File: config.mk
export PLATFORM = sky130hd
export DESIGN_NAME = siso_2cycles
export DESIGN_NICKNAME = d
export VERILOG_FILES = /design/src/rtl/siso_2cycles_pkg.sv /design/src/rtl/siso_phase_cnt.sv /design/src/rtl/siso_2cycles.sv
export SDC_FILE = /design/constraint.sdc
export NUM_CORES = 1
export LEC_CHECK = 0
export CAP_MARGIN = 30
export CORE_AREA = 5 5 42 44
export CTS_CLUSTER_DIAMETER = 200
export DETAILED_ROUTE_END_ITERATION = 7
export DIE_AREA = 0 0 47 49
export GPL_TIMING_DRIVEN = 0
export SLEW_MARGIN = 20
export SYNTH_ARGS = -nofsm -noshare
export SYNTH_HDL_FRONTEND = slang
export SYNTH_SLANG_ARGS = --single-unit
File: constraint.sdc
create_clock -name clk -period 1.6 [get_ports clk]
set_input_delay 0.16 -clock clk [delete_from_list [all_inputs] [get_ports clk]]
set_output_delay 0.16 -clock clk [all_outputs]
set_load 0.01 [all_outputs]
File: src/rtl/siso_2cycles_pkg.sv
// Shared constants and helpers for the duty-cycle gated SISO register.
// Provides default sizing and the phase counter width function.
package siso_2cycles_pkg;

    localparam int N_DEF      = 4;
    localparam int PERIOD_DEF = 4;
    localparam int ACTIVE_DEF = 2;

    // Phase counter width: max(1, clog2(period)).
    function automatic int cnt_width(input int period);
        return (period > 2) ? $clog2(period) : 1;
    endfunction

endpackage

File: src/rtl/siso_phase_cnt.sv
// Wrap-around frame phase counter with synchronous active-high reset.
// Ports: clk, rst in; phase_o (current phase), shift_en_o (phase < ACTIVE) out.
module siso_phase_cnt
    import siso_2cycles_pkg::*;
#(
    parameter int PERIOD = PERIOD_DEF,
    parameter int ACTIVE = ACTIVE_DEF,
    localparam int PW    = cnt_width(PERIOD)
) (
    input  logic          clk,
    input  logic          rst,
    output logic [PW-1:0] phase_o,
    output logic          shift_en_o
);

    logic [PW-1:0] phase_q;
    logic [PW-1:0] phase_d;

    // Compare in int so ACTIVE == PERIOD == 2**PW does not truncate.
    always_comb begin
        phase_d = phase_q + PW'(1);
        if (int'(phase_q) == PERIOD - 1) begin
            phase_d = '0;
        end
    end

    always_ff @(posedge clk) begin
        if (rst) begin
            phase_q <= '0;
        end else begin
            phase_q <= phase_d;
        end
    end

    assign phase_o    = phase_q;
    assign shift_en_o = (int'(phase_q) < ACTIVE);

endmodule

File: src/rtl/siso_2cycles.sv
// Serial-in serial-out N-bit shift register that shifts only during the
// first ACTIVE clocks of every PERIOD-clock frame and holds otherwise.
// Ports: clk, rst (sync, active-high), I (serial in) -> F (serial out, MSB).
// Macro SISO_2CYCLES_SHIFT_VALID_EN adds output shift_valid (= shift enable).
module siso_2cycles
    import siso_2cycles_pkg::*;
#(
    parameter int N      = N_DEF,
    parameter int PERIOD = PERIOD_DEF,
    parameter int ACTIVE = ACTIVE_DEF
) (
    input  logic clk,
    input  logic rst,
    input  logic I,
`ifdef SISO_2CYCLES_SHIFT_VALID_EN
    output logic shift_valid,
`endif
    output logic F
);

    localparam int PW = cnt_width(PERIOD);

    logic [PW-1:0] phase;
    logic          shift_en;
    logic [N-1:0]  sreg_q;
    logic [N-1:0]  sreg_d;

    siso_phase_cnt #(
        .PERIOD (PERIOD),
        .ACTIVE (ACTIVE)
    ) u_cnt (
        .clk        (clk),
        .rst        (rst),
        .phase_o    (phase),
        .shift_en_o (shift_en)
    );

    // On hold edges the mux selects sreg_q, so I (even X) is ignored.
    generate
        if (N == 1) begin : g_n1
            always_comb begin
                sreg_d = shift_en ? I : sreg_q;
            end
        end else begin : g_nn
            always_comb begin
                sreg_d = shift_en ? {sreg_q[N-2:0], I} : sreg_q;
            end
        end
    endgenerate

    always_ff @(posedge clk) begin
        if (rst) begin
            sreg_q <= '0;
        end else begin
            sreg_q <= sreg_d;
        end
    end

    assign F = sreg_q[N-1];

`ifdef SISO_2CYCLES_SHIFT_VALID_EN
    assign shift_valid = shift_en;
`endif

    phase_in_range: assert property (
        @(posedge clk) disable iff (rst) int'(phase) < PERIOD
    );

endmodule

======== Yosys cells after proc, flatten, opt, wreduce, memory -nomap -nowiden ========
Index checks and enable logic that the tools add are counted.
W data, S select, Z words.
cells by class
  $lt $le $gt $ge ......................... 1
  eq/ne operators ......................... 1
  reductions and logical operators ........ 1
  add/sub/neg operators ................... 1
operators by type and width
  operator               number
  $add A2 B1 Y2 const B  1
  $eq A2 B1 Y1 const B   1
  $lt A2 B2 Y1 const B   1
  $reduce_or A2 Y1       1
word-level totals
  input bits .............................. 3
  output and inout bits ................... 1
  logic and storage cells ................. 6
  bits in registers ....................... 6

======== Depth between registers and ports, before layout ========
Gate-level depths: netlist of run 1.
  word-level depth ........................ 2
  mapped depth ............................ 3
  mapped depth without buffers ............ 2

======== By module ========
A second synthesis of run 1 with hierarchy kept.
second synthesis, totals
  cell total of the unflattened synthesis .. 19
  area, all modules ....................... 219.0 um2
modules (own cells, without submodules)
  module          instances  cells each  seq. area each (um2)  area an instance (um2)
  siso_2cycles    1          13          80.1                  140.1
  siso_phase_cnt  1          6           40.0                  78.8

======== Worst setup path after synthesis of run 1 ========
Ideal clock, no wire load.
  path kind ............................... reg-to-reg
  start point ............................. register u_cnt.phase_q[1] (netlist: u_cnt.phase_o[1])
  end point ............................... register sreg_q[0]
  slack ................................... 801 ps
  clock period less this slack ............ 799 ps
  buffers on the path ..................... 1
  stages on the path, launching flop included .. 4
  setup time .............................. 114 ps
  data required time ...................... 1486 ps
  arrival ................................. 685 ps
  cell sequence ........................... dfxtp_1 > clkbuf_2 > mux2i_1 > nor2_1
between the ends
  word-level cells in the longest chain between the ends .. 1
ends and longest elaborated chain
  item                      RTL line              text
  start: declaration        siso_phase_cnt.sv:16  logic [PW-1:0] phase_q;
  start signal: assignment  siso_phase_cnt.sv:31  phase_q <= phase_d;
  $lt A2 B2 Y1              siso_phase_cnt.sv:36  assign shift_en_o = (int'(phase_q) < ACTIVE);
  end signal: assignment    siso_2cycles.sv:55    sreg_q <= sreg_d;
  end: declaration          siso_2cycles.sv:25    logic [N-1:0] sreg_q;
Every way passes these cells.
A chain may end at the register's enable or synchronous reset.

======== Final worst setup path of run 1 ========
  start point ............................. register sreg_q[3]
  end point ............................... output F
RTL lines
  item              RTL line            text
  end: declaration  siso_2cycles.sv:18  output logic F
No word-level cell between the ends.

==> results of run 1 <==
[per-stage QoR]
stage | instances | setup WS [ns] | cell area (sq um)
2_1_floorplan | 18 | 0.801 | 205
5_1_grt | 40 | 0.301 | 278
3_5_place_dp | 37 | 0.595 | 255
4_1_cts | 40 | 0.323 | 278
6_report | 40 | 0.346 | 278
3_3_place_gp | 37 | 0.597 | 255
[where the power goes]
| group | internal, W | leakage, nW | switching (W) | total, W |
|---|---|---|---|---|
| sequential | 0.000163 | 0.0494 | 0.00000606 | 0.000169 |
| combinational | 0.0000231 | 0.0467 | 0.0000167 | 0.0000398 |
| clock | 0.0000848 | 0.0138 | 0.0000538 | 0.000139 |
| total | 0.000271 | 0.110 | 0.0000765 | 0.000347 |
[sequential cells by signal, summed over array words and instances, names as in the netlist]
register	count
u_cnt.phase_o	2
sreg_q	4
[worst paths after layout]
kind,start,to,slack [ns],depth (start not counted)
worst min register to register,u_cnt.phase_o[0]$_SDFF_PP0_,u_cnt.phase_o[0]$_SDFF_PP0_,0.42,1
worst max-delay path,sreg_q[3]$_SDFFE_PP0N_,F,0.35,1
worst max register to register,u_cnt.phase_o[1]$_SDFF_PP0_,sreg_q[0]$_SDFFE_PP0N_,0.74,3
worst min-delay path,u_cnt.phase_o[0]$_SDFF_PP0_,u_cnt.phase_o[0]$_SDFF_PP0_,0.42,1
[cell type report]
type	instances	area (sq um)	share of cell area, %
Tap cell	16	20.0	7.21
Clock buffer	3	22.5	8.11
Sequential cell	6	120	43.2
Multi-Input combinational cell	11	80.1	28.8
Buffer	1	5.00	1.80
Timing Repair Buffer	3	30.0	10.8
[cell usage in the layout, fill, tap and decap left out]
cell type,count
dfxtp_1,6
nor3_1,1
ha_1,1
clkbuf_4,3
nor2_1,4
clkdlybuf4s50_1,3
nor3b_1,1
clkbuf_2,1
mux2i_1,4
[routing by layer]
metal / vias up / share of wire [%] / global-route usage (%)
li1: 72 / - / -
met3: 0 / 15 / 5.54
met5: - / 0 / 0
met2: 6 / 35 / 4.07
met4: 0 / 0 / 4.15
met1: 63 / 50 / 3.76
[cells by family after synthesis]
kind of cell	share of synthesized area, %
buf+inv	2.44
simple gates	13.4
mux	19.5
fa+ha+maj	6.10
flops	58.5
==> summary.md, run 1 <==
| Metric | Value |
|---|---|
| Dpl hpwl | `221 um` |
| Startpoint types | `flop` |
| Critical Path RT | `1.44 ns` |
| ANT cells | `0` |
| Via count | `141` |
| Ranking of synthesized cells by area | `dfxtp_1 (59%), mux2i_1 (20%), nor2_1 (7.3%), ha_1 (6.1%), nor3b_1 (3.7%)` |
| Fin nets | `30` |
| Yosys cell types | `7` |
| Asr flop ratio synth | `0%` |
| Clk sinks | `6` |
| Seq/Total Area, Yosys | `58.5%` |
| Crit path max-delay family | `buffers and inverters` |
| Iter 0 DRT Violations | `5` |
| Cell Chain, Critical Path | `clkdlybuf4s50_1` |
| Final hold vios | `0` |
| Die H | `49 um` |
| Vias in the first global route | `147` |
| Crit path kind | `reg -> out` |
| # Post-CTS Setup Buffers | `0` |
| Die W | `47 um` |
| Syn Nets | `22` |
| Clk_lat worst skew | `0.24 ns` |
| Core box area | `1400 sq um` |
| Top cells by count, synth | `dfxtp_1 (6), mux2i_1 (4), nor2_1 (4)` |
| # setup viols final | `0` |
| CTS tree | `done` |
| Clk slew on worst S/H paths | `0.04 ns` |
| Post-Synthesis Cells | `18` |
| Overflow after GRT | `0` |
| Die area | `2300 sq um` |
| Peak VDD IR | `0.388 mV` |
| IO buf count | `3` |
| CTS Buf Count | `3` |
| Drt first pass iters | `4` |
| Clock root buffer | `clkbuf_4` |
| DRT antenna net count | `0` |
| Power density cells | `1250 nW/um^2` |
| WL/cell | `7.65 um` |
| Layout overhead on the synthesized area | `35.4%` |
| Setup tns final | `0 ns` |
| Top-count cell post-synth | `dfxtp_1` |
| GRT Total Usage | `4.16%` |
| Syn_area_per_cell | `11.4 sq um` |
| Initial antenna violation count | `0` |
| Drc violations | `0` |
| Worst Path Max Fanout | `2` |
| Synth Register Bits | `6` |
| Max-Cap Viols | `0` |
| Fmax | `0.797 GHz` |
| Pin count of the biggest net entering global routing | `7` |
| CP endpoint kind | `primary output` |
| First-pass GRT wire length | `572 um` |
| Max-slew violations | `0` |
| Post-cts sizing count | `0` |
| Layout Utilization | `19.8%` |
| Max Buffers Root-to-Sink | `2` |
| CP bufs+invs | `1` |
| Number of cell rows | `14` |
| Netlist Area Pre-Place | `205 sq um` |
| Synth Flop Type | `dfxtp_1` |
| Post-synth EDFFs | `0` |
| Syn. warnings | `0` |
| Crit share post-route | `78.4%` |
| Overall power | `0.000347 W` |
| Hold WC Path Type | `reg -> reg` |
| Top-area cell type share of the netlist area | `58.5%` |
| Worst path arrival time | `1.09 ns` |
| Run status | `complete, no violations` |
| Slew headroom | `86.1%` |
| Routability Congestion | `0.627` |
| CTS HTree Levels | `1` |
| Clock skew | `0.00113 ns` |
| Number of vias per cell | `3.53` |
| RSZ-0062 raised after global routing | `false` |
| CTS hold repair buffers | `0` |
| Crit path largest cell delay | `0.53 ns` |
| Layout cells sized above 1 | `16.7%` |
| Initial Util | `14.6%` |
| Final min period | `1.25 ns` |
| # IOs | `4` |
| Slew @ Worst Pin | `0.208 ns` |
| Dominant cell type by area after synthesis | `dfxtp_1` |
| Fillers | `157` |
| WHS | `0.420 ns` |
| Worst path slowest cell | `clkdlybuf4s50_1` |
| LEAKAGE | `0.110 nW` |
| Post-Route WL | `306 um` |
Note: power is estimated with default switching activity, not from simulation.
==> run 2, diff against run 1 <==
==> constraint.sdc (replaced) <==
create_clock -name clk -period 1.14 [get_ports clk]
set_input_delay 0.114 -clock clk [delete_from_list [all_inputs] [get_ports clk]]
set_output_delay 0.114 -clock clk [all_outputs]
set_load 0.01 [all_outputs]
==> summary.md, run 2 (same netlist as run 1, synthesis figures left out) <==
| Metric | Value |
|---|---|
| Vias in the first global route | `147` |
| Overflow after GRT | `0` |
| Fillers | `157` |
| WHS | `0.420 ns` |
| WL/cell | `7.65 um` |
| Routability Congestion | `0.627` |
| Clk slew on worst S/H paths | `0.04 ns` |
| Worst path slowest cell | `dfxtp_1` |
| Hold depth | `1` |
| Number of cell rows | `14` |
| Power density cells | `1760 nW/um^2` |
| Clk sinks | `6` |
| Layout Utilization | `19.7%` |
| Iter 0 DRT Violations | `5` |
| Sw Share | `22.0%` |
| # Post-CTS Setup Buffers | `0` |
| ANT cells | `0` |
| Crit path largest cell delay | `0.32 ns` |
| CP endpoint kind | `primary output` |
| Internal power | `0.000380 W` |
| Fin nets | `30` |
| Max-slew violations | `0` |
| RSZ-0062 raised after global routing | `false` |
| CTS HTree Levels | `1` |
| Post-Route WL | `306 um` |
| CTS hold repair buffers | `0` |
| Clock Power Share | `39.9%` |
| Crit path kind | `reg -> out` |
| CTS Buf Count | `3` |
| DRT antenna net count | `0` |
| Comb power frac | `11.3%` |
| Cell Chain, Critical Path | `dlygate4sd2_1` |
| Sequential share of power | `48.8%` |
| Hold WC Path Type | `reg -> reg` |
| CTS tree | `done` |
| Setup tns final | `0 ns` |
| Layout cells sized above 1 | `16.7%` |
| Via count | `141` |
| Max Buffers Root-to-Sink | `2` |
| Layout overhead on the synthesized area | `34.8%` |
| Critical Path RT | `1.03 ns` |
| Clock skew | `0.00113 ns` |
| Most frequent cells in the layout | `dfxtp_1 (6), mux2i_1 (4), nor2_1 (4)` |
| Drc violations | `0` |
| Fmax | `1.07 GHz` |
| Final min period | `0.937 ns` |
| Crit path max-delay family | `flip-flops` |
| Most common cell after layout, fill and taps aside | `dfxtp_1` |
| # IOs | `4` |
| Core box area | `1400 sq um` |
| Number of flip-flops in the largest register | `4` |
| First-pass GRT wire length | `572 um` |
| Worst R2R End | `sreg_q[0]$_SDFFE_PP0N_` |
| Run status | `complete, no violations` |
| # setup viols final | `0` |
| Worst Path Max Fanout | `2` |
| Initial antenna violation count | `0` |
| Number of vias per cell | `3.53` |
| Worst path arrival time | `0.82 ns` |
| Hold_sp | `u_cnt.phase_o[0]$_SDFF_PP0_` |
| Crit share post-route | `82.2%` |
| Top reg by flops | `sreg_q` |
| Drt first pass iters | `4` |
| Placed cell count | `37` |
| Clk_lat worst skew | `0.24 ns` |
| Slew @ Worst Pin | `0.208 ns` |
| CP bufs+invs | `1` |
| Hold EP | `u_cnt.phase_o[0]$_SDFF_PP0_` |
| Final hold vios | `0` |
| Die area | `2300 sq um` |
| Initial Util | `14.6%` |
| Max-Cap Viols | `0` |
| Reg area | `120 sq um` |
| Die H | `49 um` |
| NetSw | `0.000107 W` |
| GRT Total Usage | `4.16%` |
| Post-cts sizing count | `1` |
| IO buf count | `3` |
| Clock root buffer | `clkbuf_4` |
| RR Startpoint | `u_cnt.phase_o[1]$_SDFF_PP0_` |
| LEAKAGE | `0.115 nW` |
| Peak VDD IR | `0.545 mV` |
| Dpl hpwl | `221 um` |
| Multi-input gate area | `80.1 sq um` |
| Die W | `47 um` |
| Slew headroom | `86.1%` |
| Pin count of the biggest net entering global routing | `7` |
| Startpoint types | `flop` |
| Non-filler instance count after layout | `40` |
| Reg2Reg Setup Slack | `0.28 ns` |
| FF-to-FF path depth | `3` |
## run 2: changes by cell type in the layout (fill, tap and decap cells not counted), sizes merged
cell / change
clkdlybuf4s50: -1
dlygate4sd2: +1
## run 2: worst max-delay path by stage
stage                                            from                endpoint  slack (ns)  depth (start not counted)
after floorplan           u_cnt.phase_o[1]$_SDFF_PP0_  sreg_q[0]$_SDFFE_PP0N_        0.34                          3
after CTS                      sreg_q[3]$_SDFFE_PP0N_                       F        0.18                          1
final                          sreg_q[3]$_SDFFE_PP0N_                       F        0.20                          1
after detailed placement       sreg_q[3]$_SDFFE_PP0N_                       F        0.18                          1
after global routing           sreg_q[3]$_SDFFE_PP0N_                       F        0.16                          1
after global placement         sreg_q[3]$_SDFFE_PP0N_                       F        0.18                          1
## run 2: metrics by stage
step / cell area (sq um) / power [W] / worst slack (ns)
floorplan: 205 / 0.000280 / 0.341
detailed placement: 255 / 0.000299 / 0.181
global placement: 255 / 0.000296 / 0.183
finish: 277 / 0.000487 / 0.203
global route: 277 / 0.000524 / 0.158
CTS: 277 / 0.000499 / 0.180
## run 2: layout make-up
type | instances | share of cell area [%]
Multi-Input combinational cell | 11 | 29.0
Clock buffer | 3 | 8.14
Tap cell | 16 | 7.24
Buffer | 1 | 1.81
Sequential cell | 6 | 43.4
Timing Repair Buffer | 3 | 10.4
## run 2: power groups by stage
| stage | clock [W] | combinational, W | sequential [W] |
|---|---|---|---|
| finish | 0.000194 | 0.0000551 | 0.000237 |
| global route | 0.000219 | 0.0000654 | 0.000240 |
| CTS | 0.000205 | 0.0000562 | 0.000238 |
| detailed placement | 0 | 0.0000574 | 0.000242 |
| global placement | 0 | 0.0000552 | 0.000241 |
| floorplan | 0 | 0.0000395 | 0.000240 |
## run 2: metal layers
metal	vias up	wire length (um)	part of all wire, %	track usage (%)
met3	0	47	15	5.54
met1	63	152	50	3.76
li1	72	-	-	-
met4	0	0	0	4.15
met5	-	0	0	0
met2	6	106	35	4.07
